$ cat src/rtl/ctrl_word_sequencer.sv
// rtl/ctrl_word_sequencer.sv - programmable control-word table player
//
// Ports:
//   clk        system clock, rising edge
//   rst_n      synchronous active-low reset
//   wr_en      write table entry wr_addr with {wr_word, wr_hold}
//   wr_addr    table entry index
//   wr_word    control word to store
//   wr_hold    hold count h; stored word is driven for h+1 cycles
//   length     number of entries to play from entry 0 (sampled at start)
//   loop_mode  wrap to entry 0 after the last entry (sampled at start)
//   start      begin playback
//   stop       abort playback
//   ctrl_word  control word to SYSTEM, 0 when idle
//   ctrl_valid ctrl_word comes from the table
//   busy       playback in progress
//   done       one-cycle pulse on normal completion
//   step_idx   entry currently driven
module ctrl_word_sequencer #(
   parameter int CW_WIDTH   = 21,
   parameter int DEPTH      = 16,
   parameter int HOLD_WIDTH = 4,
   localparam int AW        = $clog2(DEPTH)
) (
   input  logic                  clk,
   input  logic                  rst_n,
   input  logic                  wr_en,
   input  logic [AW-1:0]         wr_addr,
   input  logic [CW_WIDTH-1:0]   wr_word,
   input  logic [HOLD_WIDTH-1:0] wr_hold,
   input  logic [AW:0]           length,
   input  logic                  loop_mode,
   input  logic                  start,
   input  logic                  stop,
   output logic [CW_WIDTH-1:0]   ctrl_word,
   output logic                  ctrl_valid,
   output logic                  busy,
   output logic                  done,
   output logic [AW-1:0]         step_idx
);

   typedef enum logic [0:0] {IDLE, PLAY} state_t;

   localparam logic [AW:0]         DEPTH_L  = (AW + 1)'(DEPTH);
   localparam logic [AW:0]         LEN_ONE  = (AW + 1)'(1);
   localparam logic [AW-1:0]       STEP_ONE = AW'(1);
   localparam logic [HOLD_WIDTH-1:0] HOLD_ONE = HOLD_WIDTH'(1);

   state_t                  state_q, state_d;
   logic [CW_WIDTH-1:0]     word_tab_q [DEPTH];
   logic [CW_WIDTH-1:0]     word_tab_d [DEPTH];
   logic [HOLD_WIDTH-1:0]   hold_tab_q [DEPTH];
   logic [HOLD_WIDTH-1:0]   hold_tab_d [DEPTH];
   logic [CW_WIDTH-1:0]     ctrl_word_q, ctrl_word_d;
   logic                    ctrl_valid_q, ctrl_valid_d;
   logic                    done_q, done_d;
   logic [AW-1:0]           step_q, step_d;
   logic [HOLD_WIDTH-1:0]   hold_cnt_q, hold_cnt_d;
   logic [AW:0]             len_q, len_d;
   logic                    loop_q, loop_d;

   logic [AW:0]             len_sat;
   logic                    at_last;
   logic [AW-1:0]           next_step;

   // Lengths beyond the table size play the whole table once per pass.
   assign len_sat   = (length > DEPTH_L) ? DEPTH_L : length;
   assign at_last   = ({1'b0, step_q} == (len_q - LEN_ONE));
   assign next_step = step_q + STEP_ONE;

   // Table writes land at the edge; loads below read the pre-edge table,
   // so a same-edge write to the entry being loaded shows on the next visit.
   always_comb begin
      word_tab_d = word_tab_q;
      hold_tab_d = hold_tab_q;
      if (wr_en) begin
         word_tab_d[wr_addr] = wr_word;
         hold_tab_d[wr_addr] = wr_hold;
      end
   end

   always_comb begin
      state_d      = state_q;
      ctrl_word_d  = ctrl_word_q;
      ctrl_valid_d = ctrl_valid_q;
      done_d       = 1'b0;
      step_d       = step_q;
      hold_cnt_d   = hold_cnt_q;
      len_d        = len_q;
      loop_d       = loop_q;

      case (state_q)
         IDLE: begin
            if (start && !stop && (length != '0)) begin
               state_d      = PLAY;
               len_d        = len_sat;
               loop_d       = loop_mode;
               ctrl_word_d  = word_tab_q[0];
               hold_cnt_d   = hold_tab_q[0];
               step_d       = '0;
               ctrl_valid_d = 1'b1;
            end
         end
         PLAY: begin
            if (stop) begin
               state_d      = IDLE;
               ctrl_word_d  = '0;
               ctrl_valid_d = 1'b0;
               step_d       = '0;
               hold_cnt_d   = '0;
            end else if (hold_cnt_q != '0) begin
               hold_cnt_d = hold_cnt_q - HOLD_ONE;
            end else if (!at_last) begin
               ctrl_word_d = word_tab_q[next_step];
               hold_cnt_d  = hold_tab_q[next_step];
               step_d      = next_step;
            end else if (loop_q) begin
               ctrl_word_d = word_tab_q[0];
               hold_cnt_d  = hold_tab_q[0];
               step_d      = '0;
            end else begin
               state_d      = IDLE;
               ctrl_word_d  = '0;
               ctrl_valid_d = 1'b0;
               step_d       = '0;
               done_d       = 1'b1;
            end
         end
         default: state_d = IDLE;
      endcase
   end

   always_ff @(posedge clk) begin
      if (!rst_n) begin
         state_q      <= IDLE;
         ctrl_word_q  <= '0;
         ctrl_valid_q <= 1'b0;
         done_q       <= 1'b0;
         step_q       <= '0;
         hold_cnt_q   <= '0;
         len_q        <= '0;
         loop_q       <= 1'b0;
         for (int i = 0; i < DEPTH; i++) begin
            word_tab_q[i] <= '0;
            hold_tab_q[i] <= '0;
         end
      end else begin
         state_q      <= state_d;
         ctrl_word_q  <= ctrl_word_d;
         ctrl_valid_q <= ctrl_valid_d;
         done_q       <= done_d;
         step_q       <= step_d;
         hold_cnt_q   <= hold_cnt_d;
         len_q        <= len_d;
         loop_q       <= loop_d;
         word_tab_q   <= word_tab_d;
         hold_tab_q   <= hold_tab_d;
      end
   end

   assign ctrl_word  = ctrl_word_q;
   assign ctrl_valid = ctrl_valid_q;
   assign busy       = (state_q == PLAY);
   assign done       = done_q;
   assign step_idx   = step_q;

endmodule

$ cat config.mk
export PLATFORM = sky130hd
export DESIGN_NAME = ctrl_word_sequencer
export DESIGN_NICKNAME = d
export VERILOG_FILES = /design/src/rtl/ctrl_word_sequencer.sv
export SDC_FILE = /design/constraint.sdc
export NUM_CORES = 1
export LEC_CHECK = 0
export ABC_AREA = 1
export CAP_MARGIN = 40
export CORE_ASPECT_RATIO = 0.5
export CORE_MARGIN = 4
export CORE_UTILIZATION = 35
export DETAILED_ROUTE_END_ITERATION = 8
export GPL_TIMING_DRIVEN = 1
export PLACE_DENSITY_LB_ADDON = 0.15
export REMOVE_ABC_BUFFERS = 1
export SLEW_MARGIN = 10
export SYNTH_ARGS = -nofsm -noshare
export SYNTH_HDL_FRONTEND = slang
export SYNTH_SLANG_ARGS = --single-unit
export TNS_END_PERCENT = 5
$ cat constraint.sdc
create_clock -name clk -period 2 [get_ports clk]
set_input_delay 0.3 -clock clk [delete_from_list [all_inputs] [get_ports clk]]
set_output_delay 0.3 -clock clk [all_outputs]
set_load 0.05 [all_outputs]
# ---- Yosys cells after proc, flatten, opt, wreduce, memory -nomap -nowiden
# Cells that the tools add are included.
dict set report totals {
  word_cells 112
  out_inout_bits 28
  inputBits 40
  register_bits 438
}
dict set report classes {
  reduce_logical 11
  magnitude_cmp 4
  addsub 3
  eq_ne 6
  n_bitwise 5
  muxes 43
}
# cell count
set op_table {}
lappend op_table {{bitwise mux 336 bit} 1}
lappend op_table {{two-way mux 21 bit} 8}
lappend op_table {{binary-select mux 21 bit (select 4 bit)} 1}
lappend op_table {{demux 21 bit (select 4 bit)} 1}
lappend op_table {{bitwise mux 64 bit} 1}
lappend op_table {{two-way mux 4 bit} 12}
lappend op_table {{case mux 21 bit (2 select lines)} 1}
lappend op_table {{binary-select mux 4 bit (select 4 bit)} 1}
lappend op_table {{demux 4 bit (select 4 bit)} 1}
lappend op_table {{case mux 4 bit (2 select lines)} 2}
lappend op_table {{two-way mux 1 bit} 11}
lappend op_table {{greater-or-equal comparator 5 bit (second input constant)} 2}
lappend op_table {{inverter 4 -> 5 bit} 2}
lappend op_table {{inequality test 3 bit (second input constant)} 2}
lappend op_table {{AND reduction 2 bit} 3}
lappend op_table {{== test 4 x 5 -> 1 bit} 1}
lappend op_table {{> comparator 5 bit (second input constant)} 1}
lappend op_table {{less-than comparator 5 x 1 -> 1 bit (second input constant)} 1}
lappend op_table {{two-way mux 5 bit} 1}
lappend op_table {{inequality test 5 x 4 -> 1 bit (second input constant)} 1}
lappend op_table {{nonzero test 5 bit} 1}
lappend op_table {{OR reduction 5 bit} 1}
lappend op_table {{subtractor 5 x 1 -> 5 bit (second input constant)} 1}
lappend op_table {{adder 4 x 1 -> 4 bit (second input constant)} 1}
lappend op_table {{9 further kinds} 14}

# ---- Logic depth before layout (Yosys ltp)
dict set report logic_depth {
  word_depth 9
  ltp_mapped 15
  depth_no_buf 15
}

# ---- Worst setup path after synthesis
# Ideal clock, no wire load.
dict set report synth_timing {
  kind {register to register}
  start {register step_q[0] (netlist: step_idx[0])}
  end {register hold_cnt_q[3]}
  path_stages_with_launch 13
  n_path_buf 2
  slack_ns -0.181
  arrival_ns 2.111
  period_less_slack_ns 2.181
  cell_sequence {dfxtp_1 -> ha_1 -> inv_1 -> buf_2 -> clkbuf_1 -> nand3_1 -> nand2_1 -> nand2_1 -> nand3_1 -> nand3_1 -> nand2_1 -> nand2_1 -> a21oi_1}
}
dict set report synth_via {
  elab_chain_cells 9
  elab_cells_between_ends 12
  classes_between {add/sub (1); eq/ne (2); mux (7); bitwise (1); reduce/logical (1)}
}
# item line
set synth_lines {}
lappend synth_lines {{start, declared} 57} ;# logic [AW-1:0] step_q, step_d;
lappend synth_lines {{start signal, assigned} 152} ;# step_q <= step_d;
lappend synth_lines {{adder 4 x 1 -> 4 bit} 69} ;# assign next_step = step_q + STEP_ONE;
lappend synth_lines {{inverter 4 -> 5 bit (not written as such)} 115} ;# hold_cnt_d = hold_tab_q[next_step];
lappend synth_lines {{binary-select mux 4 bit (select 4 bit)} 115}
lappend synth_lines {{two-way mux 4 bit (not written as such) (2 in series)} 115}
lappend synth_lines {{two-way mux 4 bit} 113} ;# end else if (!at_last) begin
lappend synth_lines {{two-way mux 4 bit} 111} ;# end else if (hold_cnt_q != '0) begin
lappend synth_lines {{two-way mux 4 bit} 105} ;# if (stop) begin
lappend synth_lines {{case mux 4 bit (2 select lines)} 92} ;# case (state_q)
lappend synth_lines {{end signal, assigned} 153} ;# hold_cnt_q <= hold_cnt_d;
lappend synth_lines {{end, declared} 58} ;# logic [HOLD_WIDTH-1:0] hold_cnt_q, hold_cnt_d;
# Several ways; a longest one is shown, not always the timed one. The select of a mux whose other input is x is not followed.
# A chain may end at the register's enable or synchronous reset.

# ---- Worst setup path after layout
dict set report layout_timing {
  start {register step_q[0] (netlist: step_idx[0])}
  end {output port step_idx[0]}
}
# item line
set layout_lines {}
lappend layout_lines {{end, declared} 39} ;# output logic [AW-1:0] step_idx
# No word-level cell between the ends.

==> impl_metrics.csv <==
group,metric,value,unit
setup_path,critPathKind,"flip-flop to primary output",
cts,root_buffer,"clkbuf_16",
power_and_ir_drop,netSwitchingFraction,26.05,%
power_and_ir_drop,leakagePower,9.754,nW
yosys,avgSynthCellArea,6.770,um2
layout,diodes,0,
timing,fin_setup_tns,0,ns
placed_design,portBuffers,67,
run_status,outcome,"finished clean",
layout,fillers,5778,
global_routing,grt_pass1_vias,17610,
drt,met2_length,30.99,mm
layout,drive_above_1_share,9.189,%
placed_design,place_congestion,0.8403,
yosys,synth.area.top_cells,"dfxtp_1 44%, o21ai_0 13%, nor2_1 10%",
global_routing,grt-ovfl-total,0,
cts,cts_buffers,44,
drt,viasPerCell,5.252,
yosys,ys_ff_latch,438,
power_and_ir_drop,powerDensity,818.7,nW/um2
timing,setup_viol,0,
floorplan,die_x,344.1,um
layout,syn2layout_area_growth,20.84,%
power_and_ir_drop,clockPowerShare,43.5,%
setup_path,worst-path-max-fanout,10,
timing,period_minus_slack,1.967,ns
power_and_ir_drop,power.switching,5.094,mW
power_and_ir_drop,p_comb_share,10.1,%
global_routing,grt_max_degree,111,
cts,hold_buffers,0,
yosys,ys_warn_count,0,
floorplan,rows,61,
job,maxCapViolCount,0,
drt,num_vias,19570,
floorplan,dieArea,60560,um2
yosys,syn_area,19760,um2
placed_design,pre_cts_ws,-0.05499,ns
timing,worst_clock_skew,0.02115,ns
timing,hold_viol_final,0,
drt,drtIter0Drc,2020,
global_routing,antenna_found_initial,3,
floorplan,start_util,35.47,%
setup_path,worstReg2RegStart,"step_idx[0]",
drt,wl_met1,35.64,mm
drt,drt_pre_antenna_iters,5,
cts,tritoncts,"built",
layout,multi_input_area,9315,um2
global_routing,track_usage,22.91,%
power_and_ir_drop,p_int,14.46,mW
timing,layout_setup_ws,0.03348,ns
timing,worst_pin_slew,0.7060,ns
floorplan,fp.coreArea,55720,um2
yosys,synth_cell_types,25,
power_and_ir_drop,p_total,19.55,mW
drt,antenna_left,0,
timing,max_freq,508.5,MHz
setup_path,crit_start,"step_idx[0]",
layout,seq_area,8775,um2
timing,slew_headroom,52.79,%
timing,rsz0062_at_grt,"true",
yosys,yosys.area.top_type,"dfxtp_1",
layout,num-nets-final,2985,
floorplan,pin_count,68,
cts,path_clk_slew,0.06,ns
drt,wl,73.09,mm
cts,cts.sink_count,438,
layout,finish.instance_area,23880,um2
placed_design,dp_hpwl,43.17,mm
timing,maxSlewViolCount,0,
yosys,synth_top_area_share,44.37,%
cts,cts_buffer_depth,3,
power_and_ir_drop,seqPwrFrac,46.4,%
yosys,syn_inst,2919,
cts,cts-htree-levels,2,
floorplan,die_h,176.0,um
setup_path,cp.arrival,1.67,ns
global_routing,grt_pass1_wl,108.6,mm
drt,wl_per_cell,19.61,um
drt,drc,0,
setup_path,cp.required,1.70,ns
worst_hold_path,hold_class,"primary input to flip-flop",
placed_design,placed_cell_area,22050,um2
drt,highest_layer,"met4",
worst_hold_path,min-delay-start,"rst_n",
power_and_ir_drop,ir_drop,537.2,uV
drt,dr_wl_met3,5.131,mm
cts,clock_latency,0.57,ns
setup_path,start_kind,"flip-flop",
timing,min_period_over_period,98.33,%
setup_path,endpoint_kind,"primary output",
yosys,seq_area_frac_synth,44.37,%
## worst paths after layout
path | endpoint | slack, ns | depth (start not counted)
max | step_idx[0] | 0.03 | 4
min | hold_cnt_q[2] | 0.06 | 3
max reg2reg | ctrl_word[19] | 0.06 | 11
min reg2reg | word_tab_q[64] | 0.45 | 2
## cell usage after synthesis
cell type  number
xor2_4          1
nand3_2         2
buf_2          43
nand2_1       354
a21oi_1       295
a211oi_1        5
clkbuf_1      173
buf_4          14
dfxtp_1       438
inv_2           8
nand2_4         1
nand3_1       288
inv_1         196
xnor2_1         1
nor2_4          3
ha_1            4
buf_1          15
o21ai_2         1
nor2_1        532
nand4_1         3
o21ai_1         7
buf_6           3
nor3_1          7
o21ai_0       524
xnor2_2         1
## layout by cell type, fill, tap and decap left out, types with 2 or more instances in the layout
| cell type | synthesis | final |
|---|---|---|
| nor2_1 | 532 | 526 |
| o21ai_0 | 524 | 520 |
| dfxtp_1 | 438 | 435 |
| nand2_1 | 354 | 351 |
| a21oi_1 | 295 | 295 |
| nand3_1 | 288 | 279 |
| inv_1 | 196 | 194 |
| buf_4 | 14 | 98 |
| clkbuf_16 | 0 | 55 |
| buf_12 | 0 | 41 |
| clkdlybuf4s50_1 | 0 | 39 |
| dlygate4sd2_1 | 0 | 23 |
| clkbuf_1 | 173 | 12 |
| nand3_2 | 2 | 10 |
| o21ai_1 | 7 | 9 |
| clkinv_2 | 0 | 8 |
| nor2_2 | 0 | 6 |
| inv_2 | 8 | 6 |
| clkbuf_8 | 0 | 6 |
| a211oi_1 | 5 | 5 |
| buf_16 | 0 | 5 |
| nor3_2 | 0 | 4 |
| bufinv_16 | 0 | 4 |
| buf_8 | 0 | 4 |
| buf_6 | 3 | 4 |
| nor3_1 | 7 | 3 |
| nand2_2 | 0 | 3 |
| nand4_1 | 3 | 3 |
| nor2_4 | 3 | 3 |
| inv_8 | 0 | 2 |
| o21ai_2 | 1 | 2 |
| ha_4 | 0 | 2 |
| ha_1 | 4 | 2 |
| dfxtp_2 | 0 | 2 |
## kinds of logic after synthesis
logic type	share of synthesized area (%)
compound gates	21.15
xor+xnor	0.2660
fa+ha+maj	0.2533
buf+inv	9.237
flops	44.37
simple gates	24.72
## flip-flops by register name (all words and copies together), names as in the netlist
register	cells
ctrl_word	21
done	1
busy	1
loop_q	1
hold_tab_q	64
ctrl_valid	1
step_idx	4
len_q	5
word_tab_q	336
hold_cnt_q	4
## power by group through the flow
stage               registers (mW)  clock network (mW)  logic [mW]
global route                  9.09                9.01        2.16
global placement              9.26                   0        1.91
floorplan                     9.39                   0       0.775
finish                        9.07                8.50        1.98
CTS                           9.07                8.66        1.91
detailed placement            9.26                   0        1.93
## critical path: stages (launching register included)
cell,delay [ns]
dfxtp_4,0.37
buf_8,0.19
buf_16,0.20
buf_4,0.19
buf_12,0.14
## layout make-up
class | count | share of cell area, %
clock buffers | 63 | 5.250
well taps | 756 | 3.961
inverters | 204 | 3.280
multi-input cells | 2029 | 39.01
flip-flops and latches | 438 | 36.74
clock inverters | 13 | 0.7020
repair buffers | 224 | 11.06
## routing by layer
metal	track usage [%]	vias up
met5	0	-
met4	4.450	0
met3	3.419	88
met2	34.78	618
met1	34.48	9278
li1	-	9589
## timing repair
item,4_1_cts,5_1_grt
setup endpoints to repair,23,32
pin swaps,0,2
resized for setup,23,40
cloned,0,10
buffers inserted,0,3
## stage by stage
step	utilization, %	hold slack, ns	cells
after global routing	42.86	0.04564	3727
after detailed placement	39.58	0.4385	3638
after floorplan	-	0.4227	2671
after global placement	39.56	0.4325	3637
after CTS	42.08	0.03852	3714
final	42.86	0.06237	3727
No activity file was read; power rests on OpenSTA's default activity.
